`src/rtl/snn_enc_pkg.sv`:
```
// Shared definitions for the rate-coding spike encoder.
package snn_enc_pkg;

  typedef enum logic [1:0] {
    ST_IDLE = 2'd0,
    ST_GEN  = 2'd1,
    ST_HOLD = 2'd2
  } enc_state_e;

  localparam logic [15:0] LFSR_TAPS    = 16'hB400;
  localparam logic [15:0] DEFAULT_SEED = 16'hACE1;

  // One step of the right-shifting Galois LFSR.
  function automatic logic [15:0] lfsr_next(input logic [15:0] cur);
    return cur[0] ? ((cur >> 1) ^ LFSR_TAPS) : (cur >> 1);
  endfunction

endpackage

```
`src/rtl/lif_spike_enc_lfsr16.sv`:
```
// 16-bit Galois LFSR with synchronous load and step enable.
import snn_enc_pkg::*;

module lfsr16 #(
  parameter logic [15:0] SEED = DEFAULT_SEED
) (
  input  logic        clk,
  input  logic        rst,
  input  logic        load,
  input  logic [15:0] seed,
  input  logic        step,
  output logic [15:0] q
);

  logic [15:0] lfsr_q;
  logic [15:0] lfsr_d;

  // Load has priority over stepping so a new run always starts from the seed.
  always_comb begin
    lfsr_d = lfsr_q;
    if (load) begin
      lfsr_d = seed;
    end else if (step) begin
      lfsr_d = lfsr_next(lfsr_q);
    end
  end

  // State register; reset parks the generator at the default seed.
  always_ff @(posedge clk) begin
    if (rst) begin
      lfsr_q <= SEED;
    end else begin
      lfsr_q <= lfsr_d;
    end
  end

  // An all-zero seed would lock the LFSR at zero forever.
  always_ff @(posedge clk) begin
    if (!rst && load) begin
      assert (seed != 16'h0);
    end
  end

  assign q = lfsr_q;

endmodule

```
`src/rtl/lif_spike_enc.sv`:
```
// Rate-coding spike encoder: one channel compared per GEN cycle, then the
// finished vector is held until the layer FSM acknowledges the timestep.
import snn_enc_pkg::*;

module lif_spike_enc #(
  parameter int          N_CH    = 30,
  parameter int          PIX_W   = 8,
  parameter int          T_STEPS = 16,
  parameter logic [15:0] SEED    = DEFAULT_SEED
) (
  input  logic              clk,
  input  logic              rst,
  input  logic              pix_wr,
  input  logic [4:0]        pix_addr,
  input  logic [PIX_W-1:0]  pix_data,
  input  logic              start,
  input  logic              step_ack,
  output logic              spk_valid,
  output logic [N_CH-1:0]   spikes_out_bits,
  output logic [4:0]        t_idx,
  output logic              busy,
  output logic              done
);

  enc_state_e        state_q, state_d;
  logic [4:0]        ch_q, ch_d;
  logic [4:0]        t_q, t_d;
  logic [N_CH-1:0]   spk_q, spk_d;
  logic [N_CH-2:0]   shadow_q, shadow_d;
  logic              valid_q, valid_d;
  logic              done_q, done_d;

  logic [N_CH*PIX_W-1:0] pix_flat;
  logic                  wr_en;
  logic [15:0]           lfsr_q;
  logic                  lfsr_unused;
  logic [PIX_W-1:0]      cur_pix;
  logic                  cur_bit;

  assign wr_en = (state_q == ST_IDLE) && pix_wr && (pix_addr < 5'(N_CH));

  genvar gi;
  generate
    for (gi = 0; gi < N_CH; gi++) begin : g_pix
      logic [PIX_W-1:0] pix_q, pix_d;

      // Per-channel intensity register, writable only while idle.
      always_comb begin
        pix_d = pix_q;
        if (wr_en && (pix_addr == 5'(gi))) begin
          pix_d = pix_data;
        end
      end

      // Pixel register update; reset clears the stored frame.
      always_ff @(posedge clk) begin
        if (rst) begin
          pix_q <= '0;
        end else begin
          pix_q <= pix_d;
        end
      end

      assign pix_flat[gi*PIX_W +: PIX_W] = pix_q;
    end
  endgenerate

  lfsr16 #(.SEED(SEED)) u_lfsr (
    .clk  (clk),
    .rst  (rst),
    .load ((state_q == ST_IDLE) && start),
    .seed (SEED),
    .step (state_q == ST_GEN),
    .q    (lfsr_q)
  );

  // Only the low PIX_W bits take part in the intensity compare.
  assign lfsr_unused = ^lfsr_q[15:PIX_W];
  assign cur_pix     = pix_flat[ch_q*PIX_W +: PIX_W];
  assign cur_bit     = (lfsr_q[PIX_W-1:0] < cur_pix);

  // Next-state and datapath control for IDLE -> GEN -> HOLD sequencing.
  always_comb begin
    state_d  = state_q;
    ch_d     = ch_q;
    t_d      = t_q;
    spk_d    = spk_q;
    shadow_d = shadow_q;
    valid_d  = valid_q;
    done_d   = 1'b0;
    case (state_q)
      ST_IDLE: begin
        if (start) begin
          state_d = ST_GEN;
          ch_d    = '0;
          t_d     = '0;
          spk_d   = '0;
          valid_d = 1'b0;
        end
      end
      ST_GEN: begin
        if (ch_q == 5'(N_CH-1)) begin
          // Publish the whole vector at once so the consumer never sees a partial one.
          spk_d   = {cur_bit, shadow_q};
          valid_d = 1'b1;
          state_d = ST_HOLD;
        end else begin
          shadow_d[ch_q] = cur_bit;
          ch_d           = ch_q + 5'd1;
        end
      end
      ST_HOLD: begin
        if (step_ack) begin
          valid_d = 1'b0;
          if (t_q == 5'(T_STEPS-1)) begin
            done_d  = 1'b1;
            state_d = ST_IDLE;
          end else begin
            t_d     = t_q + 5'd1;
            ch_d    = '0;
            state_d = ST_GEN;
          end
        end
      end
      default: state_d = ST_IDLE;
    endcase
  end

  // Control and output registers.
  always_ff @(posedge clk) begin
    if (rst) begin
      state_q  <= ST_IDLE;
      ch_q     <= '0;
      t_q      <= '0;
      spk_q    <= '0;
      shadow_q <= '0;
      valid_q  <= 1'b0;
      done_q   <= 1'b0;
    end else begin
      state_q  <= state_d;
      ch_q     <= ch_d;
      t_q      <= t_d;
      spk_q    <= spk_d;
      shadow_q <= shadow_d;
      valid_q  <= valid_d;
      done_q   <= done_d;
    end
  end

  assign spk_valid       = valid_q;
  assign spikes_out_bits = spk_q;
  assign t_idx           = t_q;
  assign busy            = (state_q != ST_IDLE);
  assign done            = done_q;

endmodule
```
`config.mk`:
```
export PLATFORM = sky130hd
export DESIGN_NAME = lif_spike_enc
export DESIGN_NICKNAME = d
export VERILOG_FILES = /design/src/rtl/snn_enc_pkg.sv /design/src/rtl/lif_spike_enc_lfsr16.sv /design/src/rtl/lif_spike_enc.sv
export SDC_FILE = /design/constraint.sdc
export NUM_CORES = 1
export LEC_CHECK = 0
export ABC_AREA = 0
export CORE_MARGIN = 8
export CORE_UTILIZATION = 55
export DETAILED_ROUTE_END_ITERATION = 16
export PLACE_DENSITY = 0.8
export SYNTH_ARGS = -nofsm -noshare
export SYNTH_HDL_FRONTEND = slang
export SYNTH_SLANG_ARGS = --single-unit
export TNS_END_PERCENT = 30
```
`constraint.sdc`:
```
create_clock -name clk -period 7.99 [get_ports clk]
set_input_delay 0.799 -clock clk [delete_from_list [all_inputs] [get_ports clk]]
set_output_delay 0.799 -clock clk [all_outputs]
set_load 0.01 [all_outputs]
```
Word level (Yosys, flattened, before mapping)

Index checks and enable logic that the tools add are counted.

Order comparisons: 4
$add $sub $neg: 2
Divide/modulo/power cells: 0
Multiplexer cells: 25
Bitwise operators: 4
Multiply operators: 0
Reduce and logical (&&, ||, !) cells: 48
Equal/unequal tests: 38
Shift-type cells: 1

Operators by type and width:

| cell                                                                  | count |
|---|---|
| 240-bit by 9-bit variable part select with 8-bit output               | 1 |
| 5-bit equality test, second input constant                            | 15 |
| 30-bit 2-to-1 mux                                                     | 2 |
| 30-bit case mux with 2 select lines                                   | 1 |
| 5-bit by 4-bit equality test with 1-bit output, second input constant | 9 |
| 1-bit logical AND                                                     | 34 |
| 5-bit 2-to-1 mux                                                      | 6 |
| 29-bit bitwise mux                                                    | 1 |
| 5-bit by 3-bit equality test with 1-bit output, second input constant | 4 |
| 16-bit 2-to-1 mux                                                     | 1 |
| 5-bit case mux with 3 select lines                                    | 1 |
| 5-bit by 1-bit adder with 5-bit output, second input constant         | 2 |
| 5-bit by 2-bit equality test with 1-bit output, second input constant | 2 |
| 2-bit inequality test, second input constant                          | 5 |
| 5-bit case mux with 2 select lines                                    | 1 |
| 8-bit < comparator                                                    | 1 |
| 4-bit AND reduction                                                   | 2 |
| 5-bit by 6-bit < comparator with 1-bit output, second input constant  | 1 |
| 1-bit 2-to-1 mux                                                      | 6 |
| 2-bit 2-to-1 mux                                                      | 3 |
| 2-bit case mux with 3 select lines                                    | 1 |
| 3-bit AND reduction                                                   | 2 |
| 2-bit nonzero test                                                    | 3 |
| 1-bit demux with 5-bit select                                         | 1 |
| 15 further kinds                                                      | 17 |

Bits in read-only memories: 0
Memories kept: 0
Register bits: 329
Latch bits: 0
Logic and storage cells: 160
Bits in writable memories: 0

Logic depth before layout (Yosys ltp)

Gate-level depths: netlist of run 1.

Depth after elaboration: 5
Depth in mapped cells: 15

Cells and area by module

A second synthesis of run 1 with hierarchy kept.

Cells, all modules: 1643
Area total of the unflattened synthesis: 14687.8 sq um

By module, submodules not included:

| module        | seq. area each (sq um) | cells an instance | area an instance (sq um) | times used |
|---|---|---|---|---|
| lif_spike_enc | 6266.0                 | 1566              | 13892.1                  | 1 |
| lfsr16        | 320.3                  | 77                | 795.8                    | 1 |

Worst setup path after synthesis of run 1

No wires, ideal clock.

Path kind: reg-to-reg
From: register ch_q[0]
To: register shadow_q[18]
Arrival: 3.633 ns
Stages on the path, launching flop included: 15
Clock period less this slack: 3.720 ns
Setup slack: 4.270 ns
Buffers on the path: 5
Setup time: 0.087 ns
Data required time: 7.903 ns
Cell sequence: dfxtp_1 -> buf_2 -> buf_2 -> buf_1 -> mux2i_1 -> nor2_1 -> a21oi_1 -> and4_1 -> ha_1 -> a2111o_1 -> a2111oi_0 -> inv_1 -> clkbuf_1 -> buf_2 -> o31ai_1

Cells in the longest elaborated chain, start to end: 5

RTL lines:

| item                                                                       | line                 | text |
|---|---|---|
| from (decl)                                                                | lif_spike_enc.sv:26  | `logic [4:0] ch_q, ch_d;` |
| from (signal assigned)                                                     | lif_spike_enc.sv:141 | `ch_q <= ch_d;` |
| parallel branches: the longest is 5 deep, another holds 8-bit < comparator | n/a                  |  |
| to (signal assigned)                                                       | lif_spike_enc.sv:144 | `shadow_q <= shadow_d;` |
| to (decl)                                                                  | lif_spike_enc.sv:29  | `logic [N_CH-2:0] shadow_q, shadow_d;` |

Several ways; the timed one is not identified.
A chain may end at the register's enable or synchronous reset.

Worst setup path in the final report of run 1

From: register ch_q[0]
To: register shadow_q[3]

Same word-level chain as after synthesis.

==> metrics, run 1 <==
Vias ~12000; RSZ-0062 raised after global routing no; Core Footprint ~0.026 sq mm; compound-cell area share of the yosys netlist 0.112; initial antenna violation count 0; CTS clk-pin slew, worst paths roughly 0.06 ns; GR Util met2 0.383; die width approximately 180 um; vias in the first global route around 11000; Clock Tree Root clkbuf_16; Main synth FF type dfxtp_1; final hold violation count 0; DRT iter0 DRCs 1320; crit path kind flop to flop; Logic pwr share 0.052; post-synthesis sequential area ratio 0.463; peak supply drop 178 uV; Sw Share 0.235; xor/xnor share of the synthesized area 0.00431; DR DRC count 0; Pint roughly 2.6 mW; Cell Area, Synth roughly 0.014 sq mm; largest family of logic cells by synthesized area simple AND/OR/NAND/NOR gates; Detail Placement HPWL around 24000 um; TritonCTS clock tree done; P_leak 5.21 nW; EDFF count, synth 0; wire per inst ~20 um; total power ~3.4 mW; Max Cap Violations 0; PD cells 214 mW/mm^2; fillers 2069; Arr. time, crit path roughly 5.6 ns; die footprint around 0.031 sq mm; gpl congestion between 0.9 and 1; I/O Pins 56; Post-synth top cells dfxtp_1, nand2_1, a21oi_1, nand3_1, nor2_1; largest net degree at the start of global routing 160; Synthesized Nets 1595; Worst-Skew Late Latency 0.53 ns; antenna-violating nets left 0; input/output buffers 55; setup TNS 0 ns; Clock Path Buffers 3; met3 Track Usage GR 0.0516; Seq cells post-synth 329; H-tree depth 2; GR met1 Demand/Resource 0.313; cell area after layout about 0.016 sq mm; Avg Inst Size Synth 9.09 sq um; Post-Synth Adder-Cell Area 0.0114; Hold-fix buffers, CTS 0; critical path's slowest cell dfxtp_4; total congestion overflow 0; Critical Path RT 8.40 ns; startpoint types flop; FP Rows between 50 and 60; worst path cell trace buf_4 > mux4_2 > a21oi_1 > and4_1 > ha_1 > a2111o_1 > a2111oi_0 > inv_1 > o31ai_1; gr usage total 0.242; sw power approximately 810 uW; layout overhead on the synthesized area 12.4%; fraction of layout cells with a size suffix above 1 0.101; Tcrit/Tclk final 0.653; CTS buffer count 34; Yosys cell types 50; ANT cells 0; maximum clock rate approximately 190 MHz; Starting Density 0.553; most frequent cell after synthesis dfxtp_1; Crit path largest cell delay approximately 0.97 ns; Cells after Synth 1564; Slew headroom 0.0566; Synth area leader dfxtp_1; Hold Crit Class flop to flop; crit end category flop; FFs w/ async S/R, synth 0; status completed; multiplexer area fraction after synthesis 0.162; DRT Pass-1 Iters 7; DP Area 0.0149 sq mm; sinks on the clock net 329; final net count about 1600; worst slew pin tran roughly 1.4 ns; crit path max fanout 53; power share of the sequential group 0.489; clock skew ~0.029 ns; simple-gate area share of the yosys netlist 0.205; Clock Power Share 0.458; fin. max-slew vios 0; Yosys top cell area share 0.463; busiest layer in global routing met2; Die Ht 177 um; count of cells resized by post-cts repair 0; Post-CTS Setup Bufs 0; Synth warnings 0; first-pass GRT wire length around 62000 um; vias per std cell ~6.3; final WL about 39000 um; Tmin final approximately 5.2 ns; Synth area leaders dfxtp_1, mux4_2, mux2i_1; final setup fails 0
[area by class of cell]
type,count,area [sq um],share of cell area
Clock buffer,51,966,0.0605
Tap cell,335,419,0.0262
Inverter,9,33.8,0.00212
Timing Repair Buffer,83,764,0.0479
Clock inverter,10,126,0.00791
Sequential cell,329,6590,0.413
Multi-Input combinational cell,1084,7070,0.443
[sequential cells by signal, summed over array words and instances, names as in the netlist]
| name | count |
|---|---|
| t_idx | 5 |
| done | 1 |
| u_lfsr.q | 16 |
| spk_valid | 1 |
| spikes_out_bits | 30 |
| state_q | 2 |
| ch_q | 5 |
| g_pix.pix_q | 240 |
| shadow_q | 29 |
[routing by layer]
| layer | part of all wire | routed length [um] |
|---|---|---|
| met5 | 0 | 0 |
| met4 | 0.038 | 1480 |
| met3 | 0.11 | 4060 |
| met2 | 0.46 | 17900 |
| met1 | 0.39 | 15200 |
[final timing paths]
kind	from	endpoint	slack (ns)	cells after the start
worst min register to register	g_pix[9].pix_q[2]	g_pix[9].pix_q[2]	0.45	2
worst max-delay path	ch_q[0]	shadow_q[3]	2.77	9
worst min-delay path	g_pix[9].pix_q[2]	g_pix[9].pix_q[2]	0.45	2
worst max register to register	ch_q[0]	shadow_q[3]	2.77	9
[metrics by stage]
step                      cells  hold slack (ns)  setup slack [ns]  utilization
after global placement     1840            0.439              3.03        0.579
after detailed placement   1840            0.445              2.91        0.579
after CTS                  1901            0.455              2.86        0.622
final                      1901            0.452              2.77        0.622
after floorplan            1564            0.432              4.27            -
after global routing       1901            0.469              2.59        0.622
[logic make-up (layout without fill, tap and decap cells)]
logic type               count (synthesis)  in the layout
adder cells (fa/ha/maj)                 13             13
buffers and inverters                  151            153
XOR/XNOR                                 7              7
multiplexers                           166            166
flip-flops                             329            329
AO/OA/AOI/OAI                          269            269
AND/OR/NAND/NOR                        629            629
[power by group through the flow]
stage | clock network [mW] | logic (mW) | registers [mW]
after floorplan | 0 | 0.135 | 1.69
after global placement | 0 | 0.171 | 1.71
after detailed placement | 0 | 0.175 | 1.71
after CTS | 1.58 | 0.176 | 1.67
after global routing | 1.64 | 0.190 | 1.68
final | 1.57 | 0.179 | 1.67
[critical path, delay by kind of cell (launching register included)]
family                   cells  cell delay [ns]
AO/OA/AOI/OAI                4             1.92
multiplexers                 1             0.56
buffers and inverters        2             1.11
flip-flops                   1             0.97
AND/OR/NAND/NOR              1             0.24
adder cells (fa/ha/maj)      1             0.25
[layout by cell type, fill, tap and decap left out, types with 32 or more instances in the layout]
master,n
nand3b_1,32
a21oi_1,167
clkdlybuf4s50_1,54
nand3_1,158
nor2_1,156
a22oi_1,52
nand2_1,228
clkbuf_16,35
dfxtp_1,327
mux4_2,50
mux2i_1,106
Power figures use the tool's default switching activity.
==> run 2: changes to the inputs <==
==> constraint.sdc (replaced) <==
create_clock -name clk -period 5.3 [get_ports clk]
set_input_delay 0.53 -clock clk [delete_from_list [all_inputs] [get_ports clk]]
set_output_delay 0.53 -clock clk [all_outputs]
set_load 0.01 [all_outputs]
==> metrics, run 2 (same netlist as run 1, synthesis figures left out) <==
vias per std cell 6.32 (was 6.33); Largest register FFs 240 (unchanged); total power 5.17 mW (was 3.42 mW); status completed (unchanged); DRT iter0 DRCs 1492 (was 1320); Tmin final 4.89 ns (was 5.22 ns); DR DRC count 0 (unchanged); wire per inst 20.5 um (was 20.3 um); Detail Placement HPWL 24900 um (was 23900 um); final WL 39200 um (was 38600 um); met3 Track Usage GR 0.0497 (was 0.0516); I/O Pins 56 (unchanged); count of cells resized by post-cts repair 0 (unchanged); Post-CTS Setup Bufs 0 (unchanged); setup TNS 0 ns (unchanged); Max Cap Violations 0 (unchanged); Hold Crit Class flop to flop (unchanged); die width 177 um (unchanged); startpoint types flop (unchanged); cell area after layout 0.0161 sq mm (was 0.0160 sq mm); total congestion overflow 0 (unchanged); Vias 12100 (was 12000); H-tree depth 2 (unchanged); DRT Pass-1 Iters 5 (was 7); GR met1 Demand/Resource 0.320 (was 0.313); crit end category flop (unchanged); most frequent cells in the layout dfxtp_1, nand2_1, a21oi_1 (unchanged); Core Footprint 0.0257 sq mm (unchanged); worst reg2reg startpoint ch_q[0] (unchanged); layout overhead on the synthesized area 13.2% (was 12.4%); crit path max fanout 35 (was 53); Critical Path Start ch_q[0] (unchanged); worst slew pin tran 1.33 ns (was 1.41 ns); GR Util met2 0.392 (was 0.383); Slew headroom 0.110 (was 0.0566); fraction of layout cells with a size suffix above 1 0.110 (was 0.101); CTS clk-pin slew, worst paths 0.06 ns (about the same); input/output buffers 55 (unchanged); sinks on the clock net 329 (unchanged); final setup fails 0 (unchanged); Clock Tree Root clkbuf_16 (unchanged); gpl congestion 0.924 (was 0.921); Critical Path RT 5.71 ns (was 8.40 ns); PD cells 321 mW/mm^2 (was 214 mW/mm^2); Starting Density 0.553 (unchanged); TritonCTS clock tree done (unchanged); antenna-violating nets left 0 (unchanged); Worst-Skew Late Latency 0.51 ns (was 0.53 ns); Hold-fix buffers, CTS 0 (unchanged); fillers 2030 (was 2069); crit path kind flop to flop (unchanged); DP Area 0.0150 sq mm (was 0.0149 sq mm); RSZ-0062 raised after global routing no (unchanged); Clock Path Buffers 3 (unchanged); fin. max-slew vios 0 (unchanged); clock skew 0.00818 ns (was 0.0292 ns); final hold violation count 0 (unchanged); Tcrit/Tclk final 0.923 (was 0.653); fin util 0.626 (was 0.622); R2R Setup Slk 0.41 ns (was 2.77 ns); gr usage total 0.246 (was 0.242); fin cells 1912 (was 1901); vias in the first global route 11500 (about the same); maximum clock rate 204 MHz (was 192 MHz); placed insts 1851 (was 1840); most common cell after layout, fill and taps aside dfxtp_1 (unchanged); die footprint 0.0312 sq mm (unchanged); initial antenna violation count 0 (unchanged); Arr. time, crit path 5.30 ns (was 5.63 ns); first-pass GRT wire length 62300 um (was 61700 um); busiest layer in global routing met2 (unchanged); Die Ht 177 um (unchanged); CTS buffer count 35 (was 34); peak supply drop 265 uV (was 178 uV); P_leak 5.29 nW (was 5.21 nW); FP Rows 59 (unchanged); min-delay src g_pix[8].pix_q[0] (was g_pix[9].pix_q[2]); final net count 1584 (was 1572); Biggest register g_pix.pix_q (unchanged); ANT cells 0 (unchanged); largest net degree at the start of global routing 118 (was 160)
run 2: worst max-delay path: stages, from the launching register on:
cell and delay [ns]:
dfxtp_4 0.76, buf_12 0.24, mux4_2 0.53, a22oi_1 0.35
and4_1 0.26, ha_1 0.22, o21ai_0 0.15, a211oi_1 0.11
a2111oi_0 0.92, inv_1 0.74, o31ai_1 0.46
run 2: layout make-up:
cell class | count | area (sq um) | share of cell area
Tap cell | 335 | 419 | 0.0260
Clock inverter | 10 | 80.1 | 0.00498
Multi-Input combinational cell | 1084 | 7070 | 0.439
Clock buffer | 51 | 1030 | 0.0639
Sequential cell | 329 | 6590 | 0.410
Inverter | 9 | 33.8 | 0.00210
Timing Repair Buffer | 94 | 872 | 0.0542
run 2: layer usage:
metal  vias to the layer above  wire, um
li1                       5491         -
met1                      5873     15800
met2                       592     18000
met3                       127      3820
met4                         0      1560
met5                         -         0
run 2: per-stage QoR:
stage	hold slack (ns)	setup slack [ns]
2_1_floorplan	0.432	1.58
3_5_place_dp	0.445	0.678
4_1_cts	0.456	0.578
6_report	0.454	0.406
3_3_place_gp	0.439	0.724
5_1_grt	0.470	0.197
run 2: path summary, 6_finish.rpt:
kind | to | depth (start not counted)
max | shadow_q[2] | 10
min | g_pix[8].pix_q[0] | 2
max reg2reg | shadow_q[2] | 10
min reg2reg | g_pix[8].pix_q[0] | 2
run 2: power by group:
group / internal, mW / leakage, nW / switching [mW] / total, mW
combinational: 0.0881 / 2.09 / 0.197 / 0.285
clock: 1.39 / 0.544 / 0.968 / 2.36
sequential: 2.49 / 2.65 / 0.0261 / 2.52
total: 3.97 / 5.29 / 1.19 / 5.17
